$ cat config.mk
export PLATFORM = sky130hd
export DESIGN_NAME = button_conditioner_flat
export DESIGN_NICKNAME = d
export VERILOG_FILES = /design/src/rtl/button_conditioner_pkg.sv /design/src/rtl/button_conditioner_if.sv /design/src/rtl/button_conditioner_btn_debounce_ch.sv /design/src/rtl/button_conditioner.sv /design/src/flat_wrapper.sv
export SDC_FILE = /design/constraint.sdc
export NUM_CORES = 1
export LEC_CHECK = 0
export CAP_MARGIN = 20
export CORE_MARGIN = 2
export CORE_UTILIZATION = 40
export DETAILED_ROUTE_END_ITERATION = 8
export GPL_ROUTABILITY_DRIVEN = 0
export GPL_TIMING_DRIVEN = 0
export MAX_ROUTING_LAYER = met4
export PLACE_DENSITY = 0.55
export SETUP_SLACK_MARGIN = 0.3
export SKIP_CTS_REPAIR_TIMING = 1
export SLEW_MARGIN = 20
export SYNTH_ARGS = -nofsm -noshare
export SYNTH_HDL_FRONTEND = slang
export SYNTH_SLANG_ARGS = --single-unit
$ cat constraint.sdc
create_clock -name clk -period 2.2 [get_ports clk]
set_input_delay 0.44 -clock clk [delete_from_list [all_inputs] [get_ports clk]]
set_output_delay 0.44 -clock clk [all_outputs]
set_load 0.005 [all_outputs]
$ cat src/rtl/button_conditioner_pkg.sv
// button_conditioner_pkg: button indices (which double as the priority order,
// lowest index wins), channel count, default debounce length and the
// priority-pick helper shared by the conditioner files.
package button_conditioner_pkg;

  localparam int BTN_MID   = 0;
  localparam int BTN_UP    = 1;
  localparam int BTN_LEFT  = 2;
  localparam int BTN_RIGHT = 3;
  localparam int BTN_DOWN  = 4;
  localparam int NUM_BTN   = 5;

  localparam int DEFAULT_DEBOUNCE_CYCLES = 1000000;
  localparam int DEFAULT_CNT_W           = 24;

  // Keep only the lowest set bit, i.e. the highest-priority request.
  function automatic logic [NUM_BTN-1:0] pick_highest(input logic [NUM_BTN-1:0] i_req);
    return i_req & (~i_req + NUM_BTN'(1));
  endfunction

endpackage

$ cat src/rtl/button_conditioner_if.sv
// button_conditioner_if: raw push-button levels in, single-cycle press
// pulses and the held flag out. The master side drives the buttons, the
// slave side is the conditioner.
interface button_conditioner_if;

  logic btn_up;
  logic btn_left;
  logic btn_right;
  logic btn_down;
  logic btn_mid;

  logic b_up_add_out;
  logic b_left_subtract_out;
  logic b_right_multiply_out;
  logic b_down_square_out;
  logic b_mid_select_out;
  logic btn_held;

  modport master (
    output btn_up, btn_left, btn_right, btn_down, btn_mid,
    input  b_up_add_out, b_left_subtract_out, b_right_multiply_out,
           b_down_square_out, b_mid_select_out, btn_held
  );

  modport slave (
    input  btn_up, btn_left, btn_right, btn_down, btn_mid,
    output b_up_add_out, b_left_subtract_out, b_right_multiply_out,
           b_down_square_out, b_mid_select_out, btn_held
  );

endinterface

$ cat src/rtl/button_conditioner_btn_debounce_ch.sv
// btn_debounce_ch: one button channel. Two-flop synchroniser, a
// disagreement counter that flips the stable level once the new level has
// persisted, and a one-cycle rise indication (stable & ~stable_d).
// The stable level flips DEBOUNCE_CYCLES edges after the synchroniser first
// samples a held new level; any cycle of agreement restarts the count.
module btn_debounce_ch
  import button_conditioner_pkg::*;
#(
  parameter int DEBOUNCE_CYCLES = DEFAULT_DEBOUNCE_CYCLES,
  parameter int CNT_W           = DEFAULT_CNT_W
) (
  input  logic clk,
  input  logic rst_n,
  input  logic i_raw,
  output logic o_stable,
  output logic o_rise
);

  // Two synchroniser edges are already spent before the counter sees the
  // new level, so the flip happens when the count reaches DEBOUNCE_CYCLES-2.
  localparam logic [CNT_W-1:0] FLIP_AT = CNT_W'(DEBOUNCE_CYCLES - 2);

  logic             r_sync1;
  logic             r_sync2;
  logic             r_stable;
  logic             r_stable_d;
  logic [CNT_W-1:0] r_cnt;

  // Bring the asynchronous button into the clock domain.
  always_ff @(posedge clk or negedge rst_n) begin
    if (!rst_n) begin
      r_sync1 <= 1'b0;
      r_sync2 <= 1'b0;
    end else begin
      r_sync1 <= i_raw;
      r_sync2 <= r_sync1;
    end
  end

  // Count consecutive disagreement and flip the stable level once it lasts.
  always_ff @(posedge clk or negedge rst_n) begin
    if (!rst_n) begin
      r_cnt    <= '0;
      r_stable <= 1'b0;
    end else if (r_sync2 == r_stable) begin
      r_cnt <= '0;
    end else if (r_cnt == FLIP_AT) begin
      r_cnt    <= '0;
      r_stable <= ~r_stable;
    end else begin
      r_cnt <= r_cnt + CNT_W'(1);
    end
  end

  // Delayed copy of the stable level for press-edge detection.
  always_ff @(posedge clk or negedge rst_n) begin
    if (!rst_n) begin
      r_stable_d <= 1'b0;
    end else begin
      r_stable_d <= r_stable;
    end
  end

  assign o_stable = r_stable;
  assign o_rise   = r_stable & ~r_stable_d;

endmodule

$ cat src/rtl/button_conditioner.sv
// button_conditioner: five debounced push-button channels feeding a
// registered priority arbiter (mid > up > left > right > down) so at most
// one press pulse leaves per cycle; losing rises are dropped.
// Optional build macro BTN_RELEASE_LOCK_EN: after any pulse, further rises
// are suppressed until every debounced button has been released.
module button_conditioner
  import button_conditioner_pkg::*;
#(
  parameter int DEBOUNCE_CYCLES = DEFAULT_DEBOUNCE_CYCLES,
  parameter int CNT_W           = DEFAULT_CNT_W
) (
  input  logic                clk,
  input  logic                rst_n,
  button_conditioner_if.slave bus
);

  logic [NUM_BTN-1:0] w_raw;
  logic [NUM_BTN-1:0] w_stable;
  logic [NUM_BTN-1:0] w_rise;
  logic [NUM_BTN-1:0] w_rise_q;
  logic [NUM_BTN-1:0] w_grant;
  logic [NUM_BTN-1:0] r_pulse;
  logic               r_held;

  // Gather the raw buttons into a vector ordered by priority index.
  always_comb begin
    w_raw            = '0;
    w_raw[BTN_MID]   = bus.btn_mid;
    w_raw[BTN_UP]    = bus.btn_up;
    w_raw[BTN_LEFT]  = bus.btn_left;
    w_raw[BTN_RIGHT] = bus.btn_right;
    w_raw[BTN_DOWN]  = bus.btn_down;
  end

  for (genvar g = 0; g < NUM_BTN; g++) begin : g_ch
    btn_debounce_ch #(
      .DEBOUNCE_CYCLES(DEBOUNCE_CYCLES),
      .CNT_W          (CNT_W)
    ) u_ch (
      .clk     (clk),
      .rst_n   (rst_n),
      .i_raw   (w_raw[g]),
      .o_stable(w_stable[g]),
      .o_rise  (w_rise[g])
    );
  end

`ifdef BTN_RELEASE_LOCK_EN
  logic r_lock;

  // Lock after any pulse; unlock once all debounced levels are released.
  always_ff @(posedge clk or negedge rst_n) begin
    if (!rst_n) begin
      r_lock <= 1'b0;
    end else if (|w_grant) begin
      r_lock <= 1'b1;
    end else if (w_stable == '0) begin
      r_lock <= 1'b0;
    end
  end

  assign w_rise_q = r_lock ? '0 : w_rise;
`else
  assign w_rise_q = w_rise;
`endif

  assign w_grant = pick_highest(w_rise_q);

  // Register the single winning pulse and the any-button-held flag.
  always_ff @(posedge clk or negedge rst_n) begin
    if (!rst_n) begin
      r_pulse <= '0;
      r_held  <= 1'b0;
    end else begin
      r_pulse <= w_grant;
      r_held  <= |w_stable;
    end
  end

  assign bus.b_mid_select_out     = r_pulse[BTN_MID];
  assign bus.b_up_add_out         = r_pulse[BTN_UP];
  assign bus.b_left_subtract_out  = r_pulse[BTN_LEFT];
  assign bus.b_right_multiply_out = r_pulse[BTN_RIGHT];
  assign bus.b_down_square_out    = r_pulse[BTN_DOWN];
  assign bus.btn_held             = r_held;

endmodule

$ cat src/flat_wrapper.sv
// flat-port wrapper written by rule: the top's interface ports become plain ports
module button_conditioner_flat import button_conditioner_pkg::*;
#(
  parameter int DEBOUNCE_CYCLES = DEFAULT_DEBOUNCE_CYCLES,
  parameter int CNT_W           = DEFAULT_CNT_W
)
  (clk, rst_n, bus_btn_up, bus_btn_left, bus_btn_right, bus_btn_down, bus_btn_mid, bus_b_up_add_out, bus_b_left_subtract_out, bus_b_right_multiply_out, bus_b_down_square_out, bus_b_mid_select_out, bus_btn_held);
  button_conditioner_if bus_i ();
  input  logic clk;
  input  logic rst_n;
  input wire logic [$bits(bus_i.btn_up)-1:0] bus_btn_up;
  input wire logic [$bits(bus_i.btn_left)-1:0] bus_btn_left;
  input wire logic [$bits(bus_i.btn_right)-1:0] bus_btn_right;
  input wire logic [$bits(bus_i.btn_down)-1:0] bus_btn_down;
  input wire logic [$bits(bus_i.btn_mid)-1:0] bus_btn_mid;
  output wire logic [$bits(bus_i.b_up_add_out)-1:0] bus_b_up_add_out;
  output wire logic [$bits(bus_i.b_left_subtract_out)-1:0] bus_b_left_subtract_out;
  output wire logic [$bits(bus_i.b_right_multiply_out)-1:0] bus_b_right_multiply_out;
  output wire logic [$bits(bus_i.b_down_square_out)-1:0] bus_b_down_square_out;
  output wire logic [$bits(bus_i.b_mid_select_out)-1:0] bus_b_mid_select_out;
  output wire logic [$bits(bus_i.btn_held)-1:0] bus_btn_held;
  assign bus_i.btn_up = bus_btn_up;
  assign bus_i.btn_left = bus_btn_left;
  assign bus_i.btn_right = bus_btn_right;
  assign bus_i.btn_down = bus_btn_down;
  assign bus_i.btn_mid = bus_btn_mid;
  assign bus_b_up_add_out = bus_i.b_up_add_out;
  assign bus_b_left_subtract_out = bus_i.b_left_subtract_out;
  assign bus_b_right_multiply_out = bus_i.b_right_multiply_out;
  assign bus_b_down_square_out = bus_i.b_down_square_out;
  assign bus_b_mid_select_out = bus_i.b_mid_select_out;
  assign bus_btn_held = bus_i.btn_held;
  button_conditioner #(.DEBOUNCE_CYCLES(DEBOUNCE_CYCLES), .CNT_W(CNT_W)) u_core (.clk(clk), .rst_n(rst_n), .bus(bus_i));
endmodule
==> impl_results.md, run 1 <==
- Outcome: completed
- Post-synth top area cell: dfrtp_1
- Via density: 5.576
- Synth top area cells: dfrtp_1 (52%), xor2_1 (5.1%), nor2_1 (4.1%)
- Routed wire length: 15.08 mm
- Via count of the first global-routing pass: 5248
- # Max-Cap Violations: 0
- Endpoints failing hold: 0
- # fillers: 1572
- DP HPWL: 9.872 mm
- Gr usage total: 0.1774
- CTS Buf Count: 17
- Worst slew margin: 0.6685
- Hold Crit Class: flop to flop
- DRC errors left: 0
- Most frequent cell after synthesis: dfrtp_1
- WP data required: 2.54 ns
- IO Count: 13
- Synth cell types: 42
- Die Ht: 136.8 um
- Kind of start point of the critical path: flop
- Data arrival time of the critical path: 2.19 ns
- Yosys Warn Count: 0
- Synth cell count leaders: dfrtp_1 (146), nor2_1 (77), a21oi_1 (47)
- Avg WL per Cell: 14.95 um
- RSZ-0062 raised after global routing: yes
- Syn Area/Cell: 9.997 um2
- Nets: 789
- Proportion of netlist area held by the largest area contributor: 0.5176
- Post-Route Utilization: 0.4945
- Synth Flop Type: dfrtp_1
- FP Rows: 48
- DR pass1 iterations: 5
- Async S/R FF share, synth: 1.000
- R2r setup slk: 0.36 ns
- Syn nets: 723
- I/O Buffers: 12
- Die width: 136.8 um
- Starting Density: 0.4081
- Post-route ant nets: 0
- Fin crit share: 0.8385
- CP Class: flop to flop
- Mapped Area: 7058 um2
- Largest net degree at the start of global routing: 85
- Clock tree root buffer cell: clkbuf_16
- Least-Margin Pin Slew: 0.4903 ns
- Pwr dens: 682.1 nW/um2
- Register area share after synthesis: 0.5176
- Antenna violations before repair: 0
- Mapped Cells: 706
- Antenna Cells: 0
- Seq cells post-synth: 146
- Tmin final: 1.845 ns
- Share of cells above drive strength 1: 0.1658
- Number of synthesized flops with an enable pin: 0
- Clock latency on the worst-skew pair: 0.42 ns
- FMAX: 542.1 MHz
- Leak pwr: 0.003478 uW
- Fin. max-slew vios: 0
- Total number of vias: 5626
- Area delta synth->final: 21.18%
- Final Setup Violations: 0
- Crit end category: flop
- Final setup TNS: 0 ns
- Sink Count: 146
- CTS max path bufs: 2
- GR Overflow Total: 0
- Clock skew: 0.006303 ns
- Core ar.: 17300 um2
- Htree depth: 4
- Initial DRC count: 314
- CTS tree: done
- Worst Path Max Fanout: 10
- Clock slew seen by the registers of the worst setup and hold paths: 0.06 ns
- Maximum vdd drop: 0.5175 mV
- Die area: 18720 um2
- First-pass GRT wire length: 25.61 mm
## power breakdown
part / switching (uW) / internal (uW) / leakage (uW)
sequential: 35.3 / 2720 / 0.00199
combinational: 138 / 77.3 / 0.00122
clock: 1130 / 1730 / 0.000275
## layer usage
metal	wire (um)	part of all wire	GRT usage	vias up
met2	7237	0.48	0.2678	95
met3	437	0.029	0.04222	14
li1	-	-	-	2727
met1	7251	0.48	0.2405	2790
met4	155	0.010	0.04926	0
met5	0	0	-	-
## critical path: stages, from the launching register on
cell	delay, ns
dfrtp_2	0.41
and3_4	0.22
nand4_1	0.26
clkbuf_2	0.28
or4_1	0.41
a21oi_1	0.17
## path summary, 6_finish.rpt
kind / cells after the start / end / startpoint
min reg2reg: 0 / u_core.g_ch[2].u_ch.r_sync2 / u_core.g_ch[2].u_ch.r_sync1
min: 0 / u_core.g_ch[2].u_ch.r_sync2 / u_core.g_ch[2].u_ch.r_sync1
min in group asynchronous: 2 / u_core.g_ch[3].u_ch.r_cnt[15] / rst_n
max reg2reg: 5 / u_core.g_ch[3].u_ch.r_cnt[22] / u_core.g_ch[3].u_ch.r_cnt[7]
max: 5 / u_core.g_ch[3].u_ch.r_cnt[22] / u_core.g_ch[3].u_ch.r_cnt[7]
max in group asynchronous: 3 / u_core.g_ch[4].u_ch.r_cnt[6] / rst_n
## final cells by class
| type | instances | area, um2 | area share |
|---|---|---|---|
| Timing Repair Buffer | 47 | 410.4 | 0.04798 |
| Tap cell | 225 | 281.5 | 0.03291 |
| Sequential cell | 146 | 3669 | 0.4289 |
| Multi-Input combinational cell | 515 | 3361 | 0.3929 |
| Buffer | 29 | 185.2 | 0.02165 |
| Inverter | 16 | 60.06 | 0.007022 |
| Clock buffer | 20 | 456.7 | 0.05339 |
| Clock inverter | 11 | 130.1 | 0.01521 |
## flip-flops by register name (all words and copies together) (netlist names)
signal	count
u_core.g_ch.u_ch.r_stable_d	5
u_core.g_ch.u_ch.r_cnt	120
u_core.r_pulse	5
u_core.g_ch.u_ch.r_sync2	5
u_core.bus.btn_held	1
u_core.g_ch.u_ch.o_stable	5
u_core.g_ch.u_ch.r_sync1	5
## layout by cell type (no fill, tap or decap), drive strengths merged, types with 14 or more instances in the layout
| cell type | synthesis | final |
|---|---|---|
| or4 | 31 | 31 |
| nand3 | 41 | 41 |
| xor2 | 41 | 41 |
| o21ai | 27 | 27 |
| xnor2 | 21 | 21 |
| nor2 | 77 | 77 |
| dfrtp | 146 | 146 |
| and3 | 14 | 14 |
| nand4 | 42 | 42 |
| clkbuf | 19 | 39 |
| buf | 10 | 45 |
| or3 | 21 | 21 |
| inv | 16 | 18 |
| nand2 | 37 | 37 |
| a21oi | 48 | 48 |
| o31ai | 32 | 32 |
## cells by family after synthesis
group / after synthesis / synth area share
and+or+nand+nor: 326 / 0.2594
DFF: 146 / 0.5176
AOI/OAI and AO/OA: 111 / 0.09236
xor gates and xnor gates: 62 / 0.07694
buffers and inverters: 45 / 0.02659
adders and majority gates: 10 / 0.01773
muxes: 6 / 0.009395
## stage by stage
| step | instance area [um2] | cells | hold WS, ns | worst slack (ns) | power (uW) |
|---|---|---|---|---|---|
| CTS | 8079 | 975 | -0.03702 | -0.1680 | 5870 |
| floorplan | 7058 | 706 | 0.1444 | 0.3648 | 2875 |
| global route | 8553 | 1009 | 0.3631 | 0.2473 | 6054 |
| finish | 8553 | 1009 | 0.3491 | 0.3552 | 5834 |
| detailed placement | 7492 | 944 | 0.3378 | -0.1536 | 2987 |
| global placement | 7460 | 943 | 0.3365 | -5.167 | 2976 |
No activity file was read; power rests on OpenSTA's default activity.
==> inputs of run 2 (changes only) <==
==> constraint.sdc (replaced) <==
create_clock -name clk -period 1.8 [get_ports clk]
set_input_delay 0.36 -clock clk [delete_from_list [all_inputs] [get_ports clk]]
set_output_delay 0.36 -clock clk [all_outputs]
set_load 0.005 [all_outputs]
==> run 2 against run 1 <==
The run now ends with negative setup slack left. Maximum frequency fell by 1.1%. Hold slack got worse by 0.0034 ns. First-iteration DRC count rose by 24%. Utilization rose by 11 points. Combinational power rose by 120%. Final area rose by 22%. Sequential cell count did not move. Register-to-register slack got worse by 0.42 ns. Die area did not move.
==> impl_results.md, run 2 (synthesized netlist as in run 1, its figures left out) <==
- Design Area, Final: 10410 um2 (+22%)
- Die Ht: 136.8 um (unchanged)
- First-pass GRT wire length: 24.85 mm (-3.0%)
- Failing checks: negative setup slack
- Least-Margin Pin Slew: 0.5870 ns (+0.09667 ns)
- Data arrival time of the critical path: 2.22 ns (+0.03 ns)
- WP data required: 2.15 ns (-0.39 ns)
- Largest net degree at the start of global routing: 75 (-12%)
- Worst Path Max Fanout: 5 (-5)
- Critical Path Slowest Stage Cell: or4_4
- Share of cells above drive strength 1: 0.4304 (+0.2646)
- R2r startpoint: u_core.g_ch[4].u_ch.r_cnt[0]
- FP Rows: 48 (unchanged)
- # Max-Cap Violations: 0 (unchanged)
- Post-route ant nets: 0 (unchanged)
- Routed wire length: 18.09 mm (+20%)
- FMAX: 536.1 MHz (-1.1%)
- GR Overflow Total: 0 (unchanged)
- Clock skew: 0.007615 ns (+0.001311 ns)
- Antenna violations before repair: 0 (unchanged)
- IO Count: 13 (unchanged)
- Max reg flops: 120 (unchanged)
- DR top layer: met4
- Worst path max stage delay: 0.47 ns (+0.06 ns)
- RSZ-0062 raised after global routing: yes
- Nets: 852 (+8.0%)
- Wire length on met3: 580 um (+33%)
- Met2 routed WL: 9.496 mm (+31%)
- Hold Crit Class: flop to flop
- Via density: 5.662 (+1.5%)
- Pwr dens: 745.7 nW/um2 (+9.3%)
- Total number of vias: 6075 (+8.0%)
- Via count of the first global-routing pass: 5218 (-0.57%)
- Die width: 136.8 um (unchanged)
- Kind of start point of the critical path: flop
- Clock latency on the worst-skew pair: 0.42 ns (about the same)
- Antenna Cells: 0 (unchanged)
- WHS: 0.3458 ns (-0.003351 ns)
- I/O Buffers: 12 (unchanged)
- Outcome: finished with violations
- Placed cell area: 7727 um2 (+3.1%)
- Htree depth: 4 (unchanged)
- Crit end category: flop
- Commonest non-fill, non-tap cell in the layout: dfrtp_1
- Leak pwr: 0.004200 uW (+21%)
- WL met1: 7.726 mm (+6.6%)
- Endpoints failing hold: 0 (unchanged)
- DP HPWL: 9.900 mm (+0.29%)
- Cells along the critical path: ha_4 > nand2_4 > or3_4 > buf_6 > or4_4 > a21oi_2
- Fin crit share: 1.036 (+0.1978)
- DRC errors left: 0 (unchanged)
- Most frequent cells in the layout: dfrtp_1 (125), buf_4 (68), nand4_1 (42), xor2_1 (41), nor2_4 (40)
- Crit. Startpoint: u_core.g_ch[4].u_ch.r_cnt[0]
- Hold path start: u_core.g_ch[4].u_ch.r_sync1
- Tmin final: 1.865 ns (+0.02067 ns)
- Die area: 18720 um2 (unchanged)
- Sink Count: 146 (unchanged)
- Initial DRC count: 390 (+24%)
- Core ar.: 17300 um2 (unchanged)
- Fin. max-slew vios: 0 (unchanged)
- Avg WL per Cell: 16.86 um (+13%)
- Register with the most flip-flops: u_core.g_ch.u_ch.r_cnt
- # fillers: 1353 (-14%)
- Clock slew seen by the registers of the worst setup and hold paths: 0.06 ns (about the same)
- CP Class: flop to flop
- CTS Buf Count: 17 (unchanged)
- Setup ws final: -0.06546 ns (-0.4207 ns)
- Gr usage total: 0.1721 (-0.005364)
- CTS tree: done
- DR pass1 iterations: 5 (unchanged)
- Clock tree root buffer cell: clkbuf_16
- CTS max path bufs: 2 (unchanged)
- CP Buf/Inv Count: 1 (unchanged)
- Final Setup Violations: 4 (+4)
- Maximum vdd drop: 0.8701 mV (+68%)
- Crit path max-delay family: simple AND/OR/NAND/NOR gates
- Area delta synth->final: 47.47%
- Starting Density: 0.4081 (unchanged)
- Worst slew margin: 0.6087 (-0.05984)
-- run 2: changes by cell type in the layout (fill, tap and decap cells not counted), sizes merged --
cell           previous run  this run
clkinv                    3         5
inv                      18        16
clkinvlp                  4         0
buf                      45       118
dlymetal6s2s              0         6
clkbuf                   39        31
bufinv                    2         5
clkdlybuf4s50            11         5
-- run 2: metal layers --
metal / track usage / up-vias
li1: - / 2857
met1: 0.2191 / 3063
met2: 0.2658 / 125
met3: 0.05037 / 30
met4: 0.05384 / 0
met5: - / -
-- run 2: layout make-up --
class	count	area [um2]	area share
clock inverters	10	178.9	0.01719
clock buffers	22	474.2	0.04556
well taps	225	281.5	0.02705
multi-input cells	515	4299	0.4130
repair buffers	110	1084	0.1041
plain buffers	29	349.1	0.03354
inverters	16	62.56	0.006010
flip-flops and latches	146	3680	0.3535
-- run 2: worst paths after layout --
check,slack [ns],cells after the start,end
max in group asynchronous,0.54,3,u_core.g_ch[3].u_ch.r_cnt[12]
worst min-delay path,0.35,0,u_core.g_ch[4].u_ch.r_sync2
worst max-delay path,-0.07,6,u_core.g_ch[4].u_ch.r_cnt[18]
worst max register to register,-0.07,6,u_core.g_ch[4].u_ch.r_cnt[18]
min in group asynchronous,0.48,2,u_core.g_ch[1].u_ch.r_cnt[4]
worst min register to register,0.35,0,u_core.g_ch[4].u_ch.r_sync2
-- run 2: per-stage QoR --
step                utilization  cells  worst slack, ns  TNS, ns  total power, uW
floorplan                     -    706          0.01646        0             3539
global placement         0.4449    943           -6.058  -804.50             3664
detailed placement       0.4468    944         -0.08504  -0.5468             3678
CTS                      0.4845    976          -0.1037  -0.6956             7614
global route             0.6018   1073          -0.1279   -2.561             8040
finish                   0.6018   1073         -0.06546  -0.1639             7761
-- run 2: where the power goes --
part,switching (uW),internal (uW),total (uW)
sequential,47.0,3320,3370
combinational,258,215,473
clock,1350,2560,3920
total,1660,6100,7760
==> inputs of run 3 (changes only) <==
--- a/config.mk
+++ b/config.mk
@@ -7,12 +7,12 @@
 export LEC_CHECK = 0
 export CAP_MARGIN = 20
 export CORE_MARGIN = 2
-export CORE_UTILIZATION = 40
+export CORE_UTILIZATION = 62
 export DETAILED_ROUTE_END_ITERATION = 8
 export GPL_ROUTABILITY_DRIVEN = 0
 export GPL_TIMING_DRIVEN = 0
 export MAX_ROUTING_LAYER = met4
-export PLACE_DENSITY = 0.55
+export PLACE_DENSITY = 0.79
 export SETUP_SLACK_MARGIN = 0.3
 export SKIP_CTS_REPAIR_TIMING = 1
 export SLEW_MARGIN = 20
==> run 3 against run 2 <==
The flow still finishes with violations (negative setup slack). Die area down 35%. Clock-buffer cell count decreased by 4. Hold slack gained 0.0077 ns. Total power down 2.1%. Non-clock buffer count rose by 10. Sequential cell count is the same. Sequential share of layout area up 0.68 points. Critical path type unchanged. Highest routed layer unchanged.
==> impl_results.md, run 3 (synthesized netlist as in run 1, its figures left out) <==
- Routed wire length: 24.58 mm (+36%)
- Leak pwr: 0.004126 uW (-1.8%)
- Kind of start point of the critical path: flop
- Worst Path Max Fanout: 10 (+5)
- Final setup TNS: -9.021 ns (-8.857 ns)
- Crit. Startpoint: u_core.g_ch[0].u_ch.r_cnt[21]
- # Max-Cap Violations: 0 (unchanged)
- Post-Route Utilization: 0.9342 (+0.3324)
- WP data required: 2.11 ns (-0.04 ns)
- Fin crit share: 1.173 (+0.1369)
- Hold Crit Class: input port to flop
- Endpoints failing hold: 0 (unchanged)
- Hold path start: bus_btn_mid
- RSZ-0062 raised after global routing: yes
- Register Area: 3697 um2 (+0.48%)
- Die Ht: 110.7 um (-19%)
- Setup ws final: -0.3120 ns (-0.2465 ns)
- Antenna violations before repair: 0 (unchanged)
- Register with the most flip-flops: u_core.g_ch.u_ch.r_cnt
- CTS Buf Count: 17 (unchanged)
- IO Count: 13 (unchanged)
- Worst path max stage delay: 0.46 ns (about the same)
- WHS: 0.3535 ns (+0.007721 ns)
- Post-route ant nets: 0 (unchanged)
- Tmin final: 2.112 ns (+0.2465 ns)
- Die width: 110.7 um (-19%)
- Clock slew seen by the registers of the worst setup and hold paths: 0.06 ns (about the same)
- Core ar.: 10980 um2 (-37%)
- Commonest non-fill, non-tap cell in the layout: dfrtp_1
- Share of cells above drive strength 1: 0.4592 (+0.02878)
- Outcome: finished with violations
- Clock tree root buffer cell: clkbuf_16
- Critical Path Slowest Stage Cell: nor4_1
- I/O Buffers: 12 (unchanged)
- Area delta synth->final: 45.36%
- FP Rows: 38 (-21%)
- Final std cells w/o fill: 998 (-7.0%)
- DP HPWL: 9.926 mm (+0.26%)
- Most frequent cells in the layout: dfrtp_1 (111), buf_4 (88), nand4_1 (42), xor2_1 (40), nor2_4 (39)
- Max reg flops: 120 (unchanged)
- Failing checks: negative setup slack
- R2r startpoint: u_core.g_ch[0].u_ch.r_cnt[21]
- Worst slew margin: 0.6396 (+0.03098)
- Area of the multi-input gates: 4337 um2 (+0.87%)
- Gr usage total: 0.2717 (+0.09964)
- DR pass1 iterations: 9 (+4)
- Clock skew: 0.01211 ns (+0.004494 ns)
- CP Class: flop to flop
- DP Cell Count: 859 (-9.0%)
- Data arrival time of the critical path: 2.42 ns (+0.20 ns)
- Crit end category: flop
- Pwr dens: 740.6 nW/um2 (-0.68%)
- Die area: 12250 um2 (-35%)
- Final Setup Violations: 86 (+82)
- Largest net degree at the start of global routing: 82 (+9.3%)
- Via count of the first global-routing pass: 5546 (+6.3%)
- Fin. max-slew vios: 0 (unchanged)
- CTS max path bufs: 2 (unchanged)
- First-pass GRT wire length: 26.55 mm (+6.8%)
- Via density: 7.023 (+24%)
- # fillers: 325 (-76%)
- Initial DRC count: 1018 (+160%)
- Total number of vias: 7009 (+15%)
- Least-Margin Pin Slew: 0.5387 ns (-0.04830 ns)
- Sink Count: 146 (unchanged)
- Cells along the critical path: nor4_1 > nand4_1 > o31ai_4 > buf_4 > buf_8 > a21oi_1
- Nets: 863 (+1.3%)
- Clock latency on the worst-skew pair: 0.45 ns (+0.03 ns)
- Avg WL per Cell: 24.63 um (+46%)
- Starting Density: 0.6426 (+0.2346)
- Maximum vdd drop: 1.159 mV (+33%)
- Antenna Cells: 0 (unchanged)
- R2r setup slk: -0.31 ns (-0.25 ns)
- CTS tree: done
- FMAX: 473.5 MHz (-12%)
- DRC errors left: 0 (unchanged)
- Htree depth: 4 (unchanged)
- GR Overflow Total: 0 (unchanged)
[run 3: changes by cell type in the layout (fill, tap and decap cells not counted), sizes merged]
| cell | change |
|---|---|
| inv | +3 |
| clkbuf | -8 |
| buf | +14 |
| nand3 | +1 |
| clkinv | -1 |
| clkinvlp | +3 |
| bufinv | -2 |
[run 3: path summary, 6_finish.rpt]
path                                                  to  cells past startpoint
setup / recovery           u_core.g_ch[0].u_ch.r_cnt[22]                      6
min in group asynchronous   u_core.g_ch[1].u_ch.r_cnt[3]                      2
setup reg to reg           u_core.g_ch[0].u_ch.r_cnt[22]                      6
hold reg to reg              u_core.g_ch[1].u_ch.r_sync2                      0
hold / removal               u_core.g_ch[0].u_ch.r_sync1                      1
max in group asynchronous   u_core.g_ch[4].u_ch.r_cnt[7]                      3
[run 3: worst max-delay path: cells and delay by family (launching register included)]
family	cells	cell delay (ns)
flip-flops	1	0.44
AND/OR/NAND/NOR	2	0.77
AO/OA/AOI/OAI	2	0.44
buffers and inverters	2	0.34
[run 3: stage by stage]
step	setup slack (ns)	power [uW]	instance area, um2
after floorplan	0.01646	3539	7293
after global placement	-5.753	3652	7589
after detailed placement	-0.1094	3673	7621
after CTS	-0.1332	7263	8219
after global routing	-0.2921	7752	10260
final	-0.3120	7598	10260
[run 3: area by class of cell]
cell class              count  area share
well taps                 140     0.01707
flip-flops and latches    146      0.3604
clock inverters            13     0.01549
inverters                  16    0.005854
repair buffers            120      0.1045
plain buffers              29     0.03122
multi-input cells         516      0.4227
clock buffers              18     0.04281
[run 3: layer usage]
metal / GRT usage / up-vias / share of wire
li1: - / 2881 / -
met1: 0.3405 / 3518 / 0.36
met2: 0.4389 / 456 / 0.51
met3: 0.05577 / 154 / 0.065
met4: 0.1050 / 0 / 0.056
met5: - / - / 0
[run 3: power by group]
group	switching, uW	total, uW	internal, uW	leakage (uW)
Combinational	280	488	207	0.00189
Clock	1530	3730	2210	0.000289
Sequential	53.7	3380	3320	0.00195
Total	1860	7600	5740	0.00413
